File: src/rtl/word_dispatch_arbiter.sv
// Round-robin word dispatcher feeding N descrypt cores, with config drain sequencing.
// Optional dispatch counter enabled by WORD_DISPATCH_STATS_EN.
module word_dispatch_arbiter #(
  parameter int N_CORES     = 4,
  parameter int WORD_WIDTH  = 56,
  parameter int ID_WIDTH    = 65,
  parameter int DRAIN_GUARD = 2
) (
  input  logic                  CLK,
  input  logic                  RST_N,
  input  logic [WORD_WIDTH-1:0] word_in,
  input  logic [ID_WIDTH-1:0]   ids_in,
  input  logic                  word_wr_en,
  output logic                  word_full,
  input  logic                  new_cmp_config,
  output logic                  config_applied,
  input  logic [N_CORES-1:0]    core_full,
  input  logic [N_CORES-1:0]    core_idle,
  output logic [N_CORES-1:0]    core_wr_en,
  output logic [WORD_WIDTH-1:0] core_word,
  output logic [ID_WIDTH-1:0]   core_ids,
  output logic                  busy,
  output logic [31:0]           num_dispatched
);

  localparam int PTR_W = $clog2(N_CORES);
  localparam int GRD_W =
    (DRAIN_GUARD < 1) ? 1 : $clog2(DRAIN_GUARD + 1);

  typedef enum logic [1:0] {
    RUN,
    DRAIN,
    APPLY
  } state_t;

  state_t                state;
  logic                  hold_valid;
  logic [WORD_WIDTH-1:0] hold_word;
  logic [ID_WIDTH-1:0]   hold_ids;
  logic [PTR_W-1:0]      rr_ptr;
  logic                  cfg_pending;
  logic [GRD_W-1:0]      guard;

  logic [PTR_W-1:0]      grant;
  logic                  grant_ok;
  logic [PTR_W:0]        cand;
  logic [PTR_W-1:0]      next_ptr;
  logic                  dispatch;
  logic                  accept;
  logic                  all_idle;

  // first free core at or after rr_ptr, wrapping modulo N_CORES
  always_comb begin
    grant    = '0;
    grant_ok = 1'b0;
    cand     = '0;
    for (int i = 0; i < N_CORES; i++) begin
      cand = {1'b0, rr_ptr} + (PTR_W+1)'(i);
      if (cand >= (PTR_W+1)'(N_CORES)) begin
        cand = cand - (PTR_W+1)'(N_CORES);
      end
      if (!grant_ok && !core_full[cand[PTR_W-1:0]]) begin
        grant_ok = 1'b1;
        grant    = cand[PTR_W-1:0];
      end
    end
  end

  assign dispatch = hold_valid & grant_ok;
  assign next_ptr = (grant == PTR_W'(N_CORES - 1)) ?
                    '0 : grant + 1'b1;

  assign core_wr_en = dispatch ?
                      (N_CORES'(1) << grant) : '0;
  assign core_word  = hold_word;
  assign core_ids   = hold_ids;

  assign word_full = (state != RUN) |
                     (hold_valid & ~dispatch);
  assign accept    = word_wr_en & ~word_full;
  assign busy      = (state != RUN) | hold_valid;
  assign all_idle  = &core_idle;

  always_ff @(posedge CLK or negedge RST_N) begin
    if (!RST_N) begin
      hold_valid <= 1'b0;
      hold_word  <= '0;
      hold_ids   <= '0;
    end else if (accept) begin
      hold_valid <= 1'b1;
      hold_word  <= word_in;
      hold_ids   <= ids_in;
    end else if (dispatch) begin
      hold_valid <= 1'b0;
    end
  end

  always_ff @(posedge CLK or negedge RST_N) begin
    if (!RST_N) begin
      rr_ptr <= '0;
    end else if (dispatch) begin
      rr_ptr <= next_ptr;
    end
  end

  always_ff @(posedge CLK or negedge RST_N) begin
    if (!RST_N) begin
      state          <= RUN;
      cfg_pending    <= 1'b0;
      guard          <= '0;
      config_applied <= 1'b0;
    end else begin
      case (state)
        RUN: begin
          guard          <= '0;
          config_applied <= 1'b0;
          if (new_cmp_config) begin
            state <= DRAIN;
          end
        end
        DRAIN: begin
          if (new_cmp_config) begin
            cfg_pending <= 1'b1;
          end
          if (dispatch || !all_idle) begin
            guard <= '0;
          end else if (guard != GRD_W'(DRAIN_GUARD)) begin
            guard <= guard + 1'b1;
          end
          if (!hold_valid &&
              guard == GRD_W'(DRAIN_GUARD)) begin
            state          <= APPLY;
            config_applied <= 1'b1;
          end
        end
        APPLY: begin
          config_applied <= 1'b0;
          guard          <= '0;
          // a request landing during drain/apply re-drains immediately
          if (cfg_pending || new_cmp_config) begin
            cfg_pending <= 1'b0;
            state       <= DRAIN;
          end else begin
            state <= RUN;
          end
        end
        default: begin
          state          <= RUN;
          config_applied <= 1'b0;
        end
      endcase
    end
  end

`ifdef WORD_DISPATCH_STATS_EN
  logic [31:0] disp_cnt;

  always_ff @(posedge CLK or negedge RST_N) begin
    if (!RST_N) begin
      disp_cnt <= '0;
    end else if (dispatch && disp_cnt != 32'hFFFF_FFFF) begin
      disp_cnt <= disp_cnt + 32'd1;
    end
  end

  assign num_dispatched = disp_cnt;
`else
  assign num_dispatched = '0;
`endif

endmodule

File: config.mk
export PLATFORM = sky130hd
export DESIGN_NAME = word_dispatch_arbiter
export DESIGN_NICKNAME = d
export VERILOG_FILES = /design/src/rtl/word_dispatch_arbiter.sv
export SDC_FILE = /design/constraint.sdc
export NUM_CORES = 1
export LEC_CHECK = 0
export ABC_CLOCK_PERIOD_IN_PS = 4500
export BUFFER_PORTS_ARGS = -buffer_cell sky130_fd_sc_hd__buf_2
export CORE_MARGIN = 10
export CORE_UTILIZATION = 30
export DETAILED_ROUTE_END_ITERATION = 6
export SLEW_MARGIN = 20
export SYNTH_ARGS = -nofsm -noshare
export SYNTH_HDL_FRONTEND = slang
export SYNTH_SLANG_ARGS = --single-unit
File: constraint.sdc
create_clock -name CLK -period 4.5 [get_ports CLK]
set_clock_uncertainty 0.2 [all_clocks]
set_input_delay 0.9 -clock CLK [delete_from_list [all_inputs] [get_ports CLK]]
set_output_delay 0.9 -clock CLK [all_outputs]
set_load 0.05 [all_outputs]
==> out/metrics.csv <==
stage;metric;value;unit
clocking;post-CTS sizing;0;
setup_path;Max FO, Critical Path;5;
routing;Vias/cell;4.20;
yosys;Synth area leaders;dfrtp_1 56%, mux2_4 23%, buf_4 4.5%;
floorplanning;I/O pins;293;
timing;Pins Over Slew Limit;0;
clocking;maximum root-to-sink buffer count;2;
final_layout;Reg area;0.00325;mm²
timing;worst-margin pin slew;0.673;ns
final_layout;Filler cells;1809;
setup_path;crit-path most repeated cell;buf_2;
timing;setup_tns;0;ns
setup_path;Arr. time, crit path;2.35;ns
clocking;Num CTS Buffers;17;
timing;Final Critical Period;3.45;ns
yosys;Seq/Total Area, Yosys;55.9;%
floorplanning;Starting Density;30.8;%
grt;vias in the first global route;4297;
floorplanning;Die W;159;µm
timing;Setup violations, final;0;
setup_path;r2r startpoint;state[1];
setup_path;critical-path cell list;buf_2, nor2_1, a211o_1, a32o_1, nand2b_1, ha_1, and3_1, buf_2;
setup_path;CP Capture Type;output port;
final_layout;most frequent cells in the layout;259 x buf_2, 130 x dfrtp_1, 90 x mux2_4, 32 x conb_1, 19 x mux2_2;
setup_path;Crit-path slowest cell;a211o_1;
min_path;Worst Hold Class;flip-flop to flip-flop;
routing;WL final;15600;µm
setup_path;Worst setup startpoint;core_full[0];
setup_path;CP required;3.40;ns
yosys;Post-Syn Area;0.00582;mm²
floorplanning;core box area;0.0189;mm²
setup_path;Worst R2R Path Depth;5;
grt;first-pass GRT wire length;24800;µm
floorplanning;Core Rows;50;
setup_path;family with the most delay on the worst path;compound AO/OA/AOI/OAI gates;
clocking;later-pin clock latency in the skew report;0.41;ns
timing;Max Fclk;290;MHz
routing;ANT nets after route;0;
setup_path;Reg2Reg Setup Slack;2.40;ns
final_layout;Multi-input gate area;0.00219;mm²
pwr;total power;0.00720;W
pwr;leak pwr;3.97;nW
clocking;hold-fix buffers at CTS;0;
clocking;Worst-path clk slew;0.06;ns
timing;Fin. Hold Viols;0;
clocking;H-tree levels;4;
routing;Pre-Repair DR Iteration Count;4;
clocking;CTS root buf;clkbuf_16;
setup_path;Levels on crit path;8;
placed_design;port bufs;260;
yosys;top-area cell type share of the netlist area;55.9;%
placed_design;Final HPWL DP;11900;µm
yosys;synth warn;0;
final_layout;Layout Nets;761;
setup_path;Startpoint Class;primary input;
pwr;Worst VDD drop;0.408;mV
grt;global route overflow;0;
timing;RSZ-0062 raised after global routing;false;
grt;GRT Total Usage;12.1;%
placed_design;RD Place Congestion;0.791;
run;max-cap check violation count;0;
final_layout;layout cell share with drive strength beyond 1;64.0;%
floorplanning;Die Area;0.0254;mm²
grt;pin count of the biggest net entering global routing;131;
timing;Max-slew headroom;55.1;%
pwr;PD cells;930;mW/mm²
yosys;leading area contributor after synthesis;dfrtp_1;
routing;Residual DRC;0;
yosys;Avg Synthesized Cell Area;16.3;µm²
setup_path;Max stage delay on crit path;0.27;ns
yosys;cells after synthesis;357;
clocking;TritonCTS clock tree;built;
final_layout;Synth-to-Final Area Change;32.8;%
clocking;post-CTS setup buffers;0;
routing;Routed WL per cell;17.4;µm
yosys;Synth Register Bits;130;
setup_path;crit path kind;primary input to output port;
final_layout;Ant. Diodes;0;
status;outcome;completed;
setup_path;crit path buf inv count;2;
yosys;Distinct cells, synth;36;
routing;Vias;3761;
setup_path;end of the critical path;core_wr_en[2];
setup_path;r2r endpoint;core_ids[55];
grt;initial antenna violation count;1;
timing;Final period util;76.7;%
clocking;CTS sink cnt;130;
floorplanning;die height;159;µm
final_layout;commonest non-fill, non-tap cell in the layout;buf_2;
routing;DR iter-0 viols;125;
state kept, by name (all words and copies together), names as in the netlist:
| name | cells |
|---|---|
| core_ids | 65 |
| core_word | 56 |
| state | 2 |
| guard | 2 |
| config_applied | 1 |
| cfg_pending | 1 |
| rr_ptr | 2 |
| hold_valid | 1 |
cell usage after synthesis (all sizes together):
master,count
dfrtp,130
mux2,123
buf,46
nand2,8
ha,5
nor2,5
a21oi,4
and3,4
inv,4
nand2b,3
nor2b,3
o21ai,3
nand4,2
a211o,1
a21boi,1
a22oi,1
a31oi,1
a32o,1
and2,1
and4,1
clkbuf,1
conb,1
nand3,1
nor3,1
nor3b,1
o21a,1
o221ai,1
o22ai,1
o31ai,1
or3,1
how the worst min path moves through the flow:
stage	end	cells past startpoint	from	slack, ns
2_1_floorplan	cfg_pending	2	cfg_pending	0.28
3_3_place_gp	core_ids[21]	1	core_ids[21]	0.26
3_5_place_dp	core_ids[13]	1	core_ids[13]	0.27
4_1_cts	core_ids[13]	1	core_ids[13]	0.29
5_1_grt	core_ids[20]	1	core_ids[20]	0.30
6_report	core_ids[17]	1	core_ids[17]	0.28
kinds of logic (layout without fill, tap and decap cells):
kind of cell             count (synthesis)  count (layout)  synth area share [%]
buffers and inverters                   51             299                  8.46
AND/OR/NAND/NOR                         31              31                  2.96
multiplexers                           123             123                  29.6
other                                    1              32                0.0644
adder cells (fa/ha/maj)                  5               5                  1.07
AO/OA/AOI/OAI                           16              16                  2.00
flip-flops                             130             130                  55.9
power by group:
group	switching [W]	leakage (nW)	total, W	internal (W)
registers	0.000308	1.58	0.00204	0.00173
logic	0.00264	2.12	0.00380	0.00116
clock network	0.000569	0.271	0.00136	0.000793
through the flow:
step	area [µm²]	cells	hold slack [ns]	worst slack [ns]	util, %
3_3_place_gp	7150	864	0.264	1.12	37.9
3_5_place_dp	7150	864	0.274	1.06	37.9
6_report	7730	896	0.281	1.05	40.9
2_1_floorplan	5940	388	0.275	1.27	-
5_1_grt	7730	896	0.301	0.970	40.9
4_1_cts	7730	896	0.290	1.05	40.9
layer usage:
metal  global-route usage (%)  part of all wire [%]  vias up
li1                         -                     -     1720
met1                     13.3                    40     1861
met2                     20.4                    51      166
met3                     5.76                   8.1       12
met4                     3.20                  0.88        2
met5                        0                 0.083        -
worst reg2reg max path: cells and delay by family (launching register included):
kind,cells,cell delay (ns)
buffers and inverters,1,0.37
AO/OA/AOI/OAI,1,0.20
flip-flops,1,0.50
AND/OR/NAND/NOR,2,0.27
multiplexers,1,0.45
cell type report:
| class | instances | share of cell area (%) |
|---|---|---|
| timing repair buffer | 263 | 17.6 |
| clock buffer | 18 | 5.68 |
| clock inverter | 14 | 1.84 |
| tap | 260 | 4.21 |
| multi-input combinational | 207 | 28.4 |
| sequential | 130 | 42.1 |
| inverter | 4 | 0.194 |
Power figures use the tool's default switching activity.
